**src/rtl/can_tx_bit_stuffer.sv**
```systemverilog
// CAN transmit bit stuffer: drains a one-bit holding buffer onto tx once per bit_tick,
// inserting a complementary bit after STUFF_LEN equal bits while stuffing is enabled.
module can_tx_bit_stuffer #(
   parameter int STUFF_LEN = 5
) (
   input  logic clk,
   input  logic rst,
   input  logic bit_tick,
   input  logic stuff_en,
   input  logic din_valid,
   input  logic din,
   output logic din_ready,
   output logic tx,
   output logic stuff_bit,
   output logic idle
);
   localparam int CW = $clog2(STUFF_LEN + 1);
   localparam logic [CW-1:0] RUN_MAX = CW'(STUFF_LEN);

   logic          buf_bit_q, buf_bit_d;
   logic          buf_valid_q, buf_valid_d;
   logic          last_q, last_d;
   logic          tx_q, tx_d;
   logic          stuff_q, stuff_d;
   logic          idle_q, idle_d;
   logic [CW-1:0] run_q, run_d;
   logic          stuff_pend;

   assign stuff_pend = stuff_en && (run_q == RUN_MAX);
   assign din_ready  = !buf_valid_q;
   assign tx         = tx_q;
   assign stuff_bit  = stuff_q;
   assign idle       = idle_q;

   always_comb begin
      buf_bit_d   = buf_bit_q;
      buf_valid_d = buf_valid_q;
      last_d      = last_q;
      tx_d        = tx_q;
      stuff_d     = stuff_q;
      idle_d      = idle_q;
      run_d       = run_q;

      // A load needs an empty buffer and a consume needs a full one, so they never collide.
      if (din_valid && !buf_valid_q) begin
         buf_bit_d   = din;
         buf_valid_d = 1'b1;
      end

      if (bit_tick) begin
         if (stuff_pend) begin
            // The stuff bit itself opens the next run.
            tx_d    = ~last_q;
            stuff_d = 1'b1;
            idle_d  = 1'b0;
            last_d  = ~last_q;
            run_d   = CW'(1);
         end else if (buf_valid_q) begin
            tx_d        = buf_bit_q;
            stuff_d     = 1'b0;
            idle_d      = 1'b0;
            buf_valid_d = 1'b0;
            last_d      = buf_bit_q;
            if (!stuff_en)
               run_d = '0;
            else if (buf_bit_q == last_q && run_q != '0)
               run_d = run_q + CW'(1);
            else
               run_d = CW'(1);
         end else begin
            tx_d    = 1'b1;
            stuff_d = 1'b0;
            idle_d  = 1'b1;
            run_d   = '0;
            last_d  = 1'b1;
         end
      end
   end

   always_ff @(posedge clk or posedge rst) begin
      if (rst) begin
         buf_bit_q   <= 1'b0;
         buf_valid_q <= 1'b0;
         last_q      <= 1'b1;
         tx_q        <= 1'b1;
         stuff_q     <= 1'b0;
         idle_q      <= 1'b1;
         run_q       <= '0;
      end else begin
         buf_bit_q   <= buf_bit_d;
         buf_valid_q <= buf_valid_d;
         last_q      <= last_d;
         tx_q        <= tx_d;
         stuff_q     <= stuff_d;
         idle_q      <= idle_d;
         run_q       <= run_d;
      end
   end
endmodule
```
**config.mk**
```make
export PLATFORM = sky130hd
export DESIGN_NAME = can_tx_bit_stuffer
export DESIGN_NICKNAME = d
export VERILOG_FILES = /design/src/rtl/can_tx_bit_stuffer.sv
export SDC_FILE = /design/constraint.sdc
export NUM_CORES = 1
export LEC_CHECK = 0
export ABC_AREA = 1
export ABC_CLOCK_PERIOD_IN_PS = 1300
export CAP_MARGIN = 20
export CORE_AREA = 3 3 40 42
export CTS_CLUSTER_SIZE = 24
export DETAILED_ROUTE_END_ITERATION = 12
export DIE_AREA = 0 0 43 45
export PLACE_DENSITY = 0.68
export SYNTH_ARGS = -nofsm -noshare
export SYNTH_HDL_FRONTEND = slang
export SYNTH_SLANG_ARGS = --single-unit
export TNS_END_PERCENT = 1
```
**constraint.sdc**
```tcl
create_clock -name clk -period 1.3 [get_ports clk]
set_input_delay 0.195 -clock clk [delete_from_list [all_inputs] [get_ports clk]]
set_output_delay 0.195 -clock clk [all_outputs]
set_load 0.02 [all_outputs]
```
== Yosys cells after proc, flatten, opt, wreduce, memory -nomap -nowiden ==
Cells that the tools add are included.
Word-level totals
  register bits: 8
  input port bits: 6
  word-level logic and storage cells: 28
Cells by class
  add/sub/neg operators: 1
  equal/unequal tests: 2
  multiplexer cells: 13
  bitwise operators: 1
  reductions and logical operators: 5
Operator list (number)
  $mux 3: 4
  $mux 1: 9
  $add 3x1->3 const B: 1
  $eq 3x3->1 const B: 1
  $logic_and 1x1->1: 3
  $reduce_bool 3->1: 1
  $eq 1x1->1: 1
  $logic_not 1->1: 1
  $not 1->1: 1

== Logic depth before layout (Yosys ltp) ==
Gate-level depths: netlist (run 1).
  depth in word-level cells: 6
  depth in mapped cells: 7

== Worst setup path before layout (run 1) ==
No wires, ideal clock.
  path kind: register -> register
  start point: reg run_q[0]
  end point: reg run_q[2]
  setup time: 0.074 ns
  data arrival time: 1.012 ns
  data required time: 1.226 ns
  setup slack: 0.214 ns
  stages on the path, launching flop included: 7
  buffers on the path: 0
  period minus slack after synthesis: 1.086 ns
  cell sequence: dfrtp_1 ha_1 nand3_2 nand2_1 inv_2 nand3_2 o21ai_2
Between the ends
  longest elaborated chain between the ends: 6
  elaborated cells on any way between the ends: 9
RTL lines
  from (decl): line 26  | logic [CW-1:0] run_q, run_d;
  from (signal assigned): line 96  | run_q <= run_d;
  parallel branches: the longest is 5 deep, another holds $add 3x1->3
  $mux 3 (*): line 51  | if (stuff_pend) begin
Every way passes the cells marked *.
A chain may end at the register's enable or synchronous reset.

== Worst setup path in the final report (run 1) ==
  start point: reg tx_q (netlist: tx)
  end point: out tx
RTL lines
  from (decl): line 23  | logic tx_q, tx_d;
  from (signal assigned): line 93  | tx_q <= tx_d;
  to (decl): line 13  | output logic tx,
No word-level cell between the ends.

==> impl_results.md, run 1 <==
- Max stage delay on crit path: between 0.5 and 0.6 ns
- Hold Fails Final Rpt: 0
- RSZ-0062 raised after global routing: no
- Status: finished clean
- #FFs+latches synth: 8
- Max cap viols: 0
- DR pass1 iterations: 2
- Mapped Cells: between 50 and 60
- Antenna Nets Post-Route: 0
- Row cnt: 13
- Slew Limit Fails: 0
- Most frequent cells in the layout: nand2_1 (9), inv_1 (6)
- Vias in the first global route: around 340
- CP Class: reg -> out
- Fmax: roughly 800 MHz
- Final worst path period need: 1.26 ns
- Die H: between 40 and 50 um
- CTS root buffer: clkbuf_4
- TritonCTS clock tree: yes
- CP max FO: 2
- Worst path top cell family by delay: flip-flops
- Commonest non-fill, non-tap cell in the layout: nand2_1
- Synth top area share: 0.335
- Post-CTS Hold Buffers: 0
- Top post-synthesis cells by area: dfrtp_1 (34%), dfstp_2 (12%), ha_1 (8.4%)
- Insertion delay of the later-clocked pin in the worst-skew pair: ~0.25 ns
- Worst setup SP type: register
- Hold Crit Class: in -> async
- Max IR drop VDD: 0.000595 V
- Crit share post-route: 0.972
- Die span in x: between 40 and 50 um
- GRT overflow: 0
- DP HPWL: between 600 and 700 um
- Syn_nets: 61
- Yosys synthesis warning count: 0
- Tot GR Track Use: 0.102
- First-pass GRT wire length: ~1.4 mm
- WP data arrival: between 1 and 1.5 ns
- CP Data Required Time: approximately 1.1 ns
- Yosys cell types: 17
- Max_slew headroom: 0.784
- Gpl congestion: just under 0.8
- Largest net degree at the start of global routing: 9
- Layout fillers: ~140
- NumNets Final: approximately 80
- Worst-path cell chain: clkdlybuf4s15_1
- Seq/Total Area, Yosys: 0.453
- Leading area contributor after synthesis: dfrtp_1
- Vias per cell: around 4.4
- CP max stage cell: dfstp_2
- DRT Wirelength: 868 um
- Final setup viols: 0
- Core area: between 0.001 and 0.0015 mm^2
- Final Util: 0.476
- Worst path bufs/invs: 1
- H-tree levels: 1
- Share of post-route cells with drive strength above 1: 0.319
- DR vias: about 370
- DR WL/cell: 10.3 um
- DRT iter0 DRCs: 3
- Clock Skews: between 0.002 and 0.003 ns
- Io pins: 10
- CP endpoint kind: output pin
- Initial Utilization: 0.349
- Cell Area, Synth: about 450 um^2
- Die Footprint: 0.00194 mm^2
- CTS buffer count: 3
- IO buf count: 9
- Antenna cells: 0
- Clk buf depth: 2
- TNS Setup: 0 ns
- Worst-path clk slew: around 0.060 ns
- Avg Cell Area, Syn: about 8.6 um^2
- LEAKAGE: ~0.3 nW
- Clock Sinks: 8
- Worst-Margin Slew: about 0.32 ns
- Initial antenna violation count: 0
- Area delta synth->final: 36.6%
- PD cells: roughly 1100 mW/mm^2
- DRC errors left: 0
[routing by layer]
layer / vias to the layer above / track usage / part of all wire
met5: - / 0 / 0
met4: 0 / 0.0723 / 0.0069
met3: 2 / 0.0239 / 0.052
met2: 7 / 0.147 / 0.43
met1: 160 / 0.135 / 0.51
li1: 197 / - / -
[power by group]
part	leakage (nW)	total [mW]	switching, mW	internal, mW
registers	0.0952	0.303	0.0192	0.283
logic	0.188	0.194	0.108	0.0858
clock network	0.0150	0.204	0.0861	0.118
total	0.299	0.700	0.214	0.487
[cell usage after synthesis]
master	count
nand3_2	2
ha_1	3
o21ai_0	1
inv_2	4
inv_1	7
nand2_1	9
nand2_2	2
dfrtp_1	6
nor2_1	4
o21ai_2	1
dfstp_2	2
nor2_4	1
xnor2_1	1
o21ai_1	5
a21oi_2	1
a21oi_1	1
nand4_1	2
[final timing paths]
path	start	endpoint	slack, ns	cells past startpoint
setup / recovery	tx$_DFFE_PP1P_	tx	0.04	1
hold / removal	rst	stuff_bit$_DFFE_PP0P_	0.19	2
setup reg to reg	run_q[0]$_DFFE_PP0P_	run_q[2]$_DFFE_PP0P_	0.09	6
hold reg to reg	buf_valid_q$_DFF_PP0_	idle$_DFFE_PP1P_	0.45	1
max in group asynchronous	rst	tx$_DFFE_PP1P_	0.82	2
min in group clk	buf_valid_q$_DFF_PP0_	idle$_DFFE_PP1P_	0.45	1
[metrics by stage]
| step | instance area [um^2] | worst slack [ns] | instances | power [mW] | hold slack, ns |
|---|---|---|---|---|---|
| 2_1_floorplan | 448 | 0.214 | 52 | 0.422 | 0.00923 |
| 3_3_place_gp | 579 | 0.00208 | 79 | 0.502 | 0.429 |
| 3_5_place_dp | 579 | 0.00454 | 79 | 0.504 | 0.444 |
| 4_1_cts | 603 | 0.0203 | 83 | 0.706 | 0.196 |
| 5_1_grt | 612 | 0.00276 | 84 | 0.750 | 0.213 |
| 6_report | 612 | 0.0359 | 84 | 0.700 | 0.193 |
[cells by family (layout without fill, tap and decap cells)]
| logic type | Yosys count | count (layout) | synth area share |
|---|---|---|---|
| fa+ha+maj | 3 | 3 | 0.0838 |
| flops | 8 | 8 | 0.453 |
| xor+xnor | 1 | 1 | 0.0196 |
| simple gates | 20 | 20 | 0.235 |
| compound gates | 9 | 9 | 0.117 |
| buf+inv | 11 | 28 | 0.0922 |
[flip-flops by register name (all words and copies together), names as in the netlist]
register	flops
buf_bit_q	1
stuff_bit	1
buf_valid_q	1
idle	1
run_q	3
tx	1
[what timing repair did]
action | 4_1_cts | 5_1_grt
setup buffers | 0 | 1
gates resized for setup | 6 | 2
endpoints found under the setup margin | 4 | 2
[cell type report]
cell class / count / area (um^2) / share of cell area
Timing Repair Buffer: 13 / 118 / 0.192
Inverter: 11 / 41.3 / 0.0675
Clock buffer: 4 / 26.3 / 0.0429
Tap cell: 15 / 18.8 / 0.0307
Sequential cell: 8 / 204 / 0.333
Multi-Input combinational cell: 33 / 204 / 0.333
Note: power is estimated with default switching activity, not from simulation.
==> inputs of run 2 (changes only) <==
PLACE_DENSITY = unset   (was 0.68)
PLACE_DENSITY_LB_ADDON = 0.08   (was unset)
==> run 2 against run 1 <==
Via count up 1.9%. Hold slack got worse by 0.011 ns. Register-to-register slack about the same. Non-clock buffer count down 1. Critical path depth did not move. Sequential power hardly changed. Count of clock-buffer cells in the layout fell by 1. Routed wire length up 7.3%. Final area decreased by 3.3%. First-iteration DRC count up 130%. Die area is the same.
==> impl_results.md, run 2 (synthesis results as in run 1) <==
- Worst Reg-to-Reg Cells: 6 (unchanged)
- Worst r2r src: run_q[0]$_DFFE_PP0P_
- DRT Wirelength: 931 um (+7.3%)
- CP max FO: 2 (unchanged)
- Hold Crit Class: in -> async
- CP Data Required Time: 1.11 ns (about the same)
- WP data arrival: 1.04 ns (-0.03 ns)
- CTS buffer count: 3 (unchanged)
- CP endpoint kind: output pin
- Vias in the first global route: 387 (+13%)
- Largest net degree at the start of global routing: 9 (unchanged)
- Hold Fails Final Rpt: 0 (unchanged)
- Die Footprint: 0.00194 mm^2 (unchanged)
- Placed Instances: 79 (unchanged)
- Row cnt: 13 (unchanged)
- Antenna cells: 0 (unchanged)
- Reg2Reg Capture Point: run_q[2]$_DFFE_PP0P_
- Worst path bufs/invs: 1 (unchanged)
- RSZ-0062 raised after global routing: no
- NumNets Final: 78 (-1.3%)
- Insertion delay of the later-clocked pin in the worst-skew pair: 0.26 ns (about the same)
- Final Util: 0.461 (-0.0156)
- GRT overflow: 0 (unchanged)
- First-pass GRT wire length: 1.59 mm (+11%)
- Clock Skews: 0.00300 ns (+0.000256 ns)
- Tot GR Track Use: 0.119 (+0.0169)
- Most frequent cells in the layout: nand2_1 (9), inv_1 (7), dfrtp_1 (6), o21ai_1 (5), clkdlybuf4s50_1 (5)
- TNS Setup: 0 ns (unchanged)
- Final setup viols: 0 (unchanged)
- Post-layout instance area: 592 um^2 (-3.3%)
- Non-filler instance count after layout: 82 (-2.4%)
- Max IR drop VDD: 0.000625 V (+5.1%)
- Area delta synth->final: 32.1%
- Gpl congestion: 0.715 (-7.6%)
- Worst-path cell chain: clkdlybuf4s15_2
- Worst setup SP type: register
- Dpl ws: -0.00311 ns (-0.00765 ns)
- Worst path top cell family by delay: flip-flops
- DP HPWL: 717 um (+10%)
- R2R setup slack: 0.09 ns (about the same)
- Clock Sinks: 8 (unchanged)
- Status: finished clean
- LEAKAGE: 0.293 nW (-2.0%)
- Commonest non-fill, non-tap cell in the layout: nand2_1
- Initial Utilization: 0.349 (unchanged)
- CP Class: reg -> out
- CTS root buffer: clkbuf_4
- IO buf count: 9 (unchanged)
- H-tree levels: 1 (unchanged)
- Overall Power: 695 uW (-0.76%)
- DRC errors left: 0 (unchanged)
- Antenna Nets Post-Route: 0 (unchanged)
- Final worst path period need: 1.24 ns (-0.0245 ns)
- Slew Limit Fails: 0 (unchanged)
- DRT iter0 DRCs: 7 (+4)
- Worst-Margin Slew: 0.331 ns (+0.00767 ns)
- Max cap viols: 0 (unchanged)
- Biggest register: run_q
- DR vias: 373 (+1.9%)
- Max_slew headroom: 0.779 (-0.00512)
- Io pins: 10 (unchanged)
- DR pass1 iterations: 4 (+2)
- Die H: 45 um (unchanged)
- Post-CTS Hold Buffers: 0 (unchanged)
- Max reg flops: 3 (unchanged)
- Core area: 0.00128 mm^2 (unchanged)
- Final setup margin: 0.0604 ns (+0.0245 ns)
- Crit share post-route: 0.954 (-0.0189)
- Max stage delay on crit path: 0.53 ns (about the same)
- Initial antenna violation count: 0 (unchanged)
- PD cells: 1170 mW/mm^2 (+2.6%)
- Die span in x: 43 um (unchanged)
- CP max stage cell: dfstp_2
- Worst-path clk slew: 0.06 ns (about the same)
- Clk buf depth: 2 (unchanged)
- Vias per cell: 4.55 (+4.4%)
- TritonCTS clock tree: yes
- DR WL/cell: 11.4 um (+9.9%)
- Post-DP Area: 579 um^2 (unchanged)
- Fmax: 807 MHz (+2.0%)
- Hold slack: 0.183 ns (-0.0105 ns)
- Share of post-route cells with drive strength above 1: 0.328 (+0.00952)
run 2: cell count changes in the layout (fill, tap and decap cells not counted), sizes merged:
cell	before	now
dlygate4sd2	2	1
clkbuf	4	5
clkdlybuf4s15	2	1
buf	4	3
run 2: layout make-up:
class | count | area [um^2]
fill | 136 | 693
multi-input combinational | 33 | 204
sequential | 8 | 203
timing repair buffer | 12 | 103
inverter | 11 | 41.3
clock buffer | 3 | 22.5
tap | 15 | 18.8
run 2: power breakdown:
| part | leakage [nW] | internal, mW | switching, mW | total [mW] |
|---|---|---|---|---|
| sequential | 0.0963 | 0.282 | 0.0181 | 0.300 |
| clock | 0.0138 | 0.107 | 0.100 | 0.207 |
| combinational | 0.183 | 0.0785 | 0.109 | 0.188 |
| total | 0.293 | 0.468 | 0.227 | 0.695 |
run 2: how the worst max path moves through the flow:
stage | startpoint | to | cells after the start
after CTS | idle$_DFFE_PP1P_ | idle | 1
after floorplan | run_q[0]$_DFFE_PP0P_ | run_q[2]$_DFFE_PP0P_ | 6
after global placement | tx$_DFFE_PP1P_ | tx | 1
final | tx$_DFFE_PP1P_ | tx | 1
after global routing | run_q[0]$_DFFE_PP0P_ | run_q[2]$_DFFE_PP0P_ | 6
after detailed placement | tx$_DFFE_PP1P_ | tx | 1
run 2: per-layer routing:
| metal | up-vias | global-route usage | wire length [um] |
|---|---|---|---|
| met4 | 0 | 0.0904 | 6 |
| met2 | 9 | 0.195 | 448 |
| met3 | 2 | 0.0438 | 50 |
| met5 | - | 0 | 0 |
| met1 | 168 | 0.126 | 426 |
| li1 | 194 | - | - |
run 2: repair_timing:
| item | CTS | global route |
|---|---|---|
| gates resized for setup | 7 | 3 |
| buffers inserted | 0 | 0 |
| endpoints found under the setup margin | 4 | 2 |
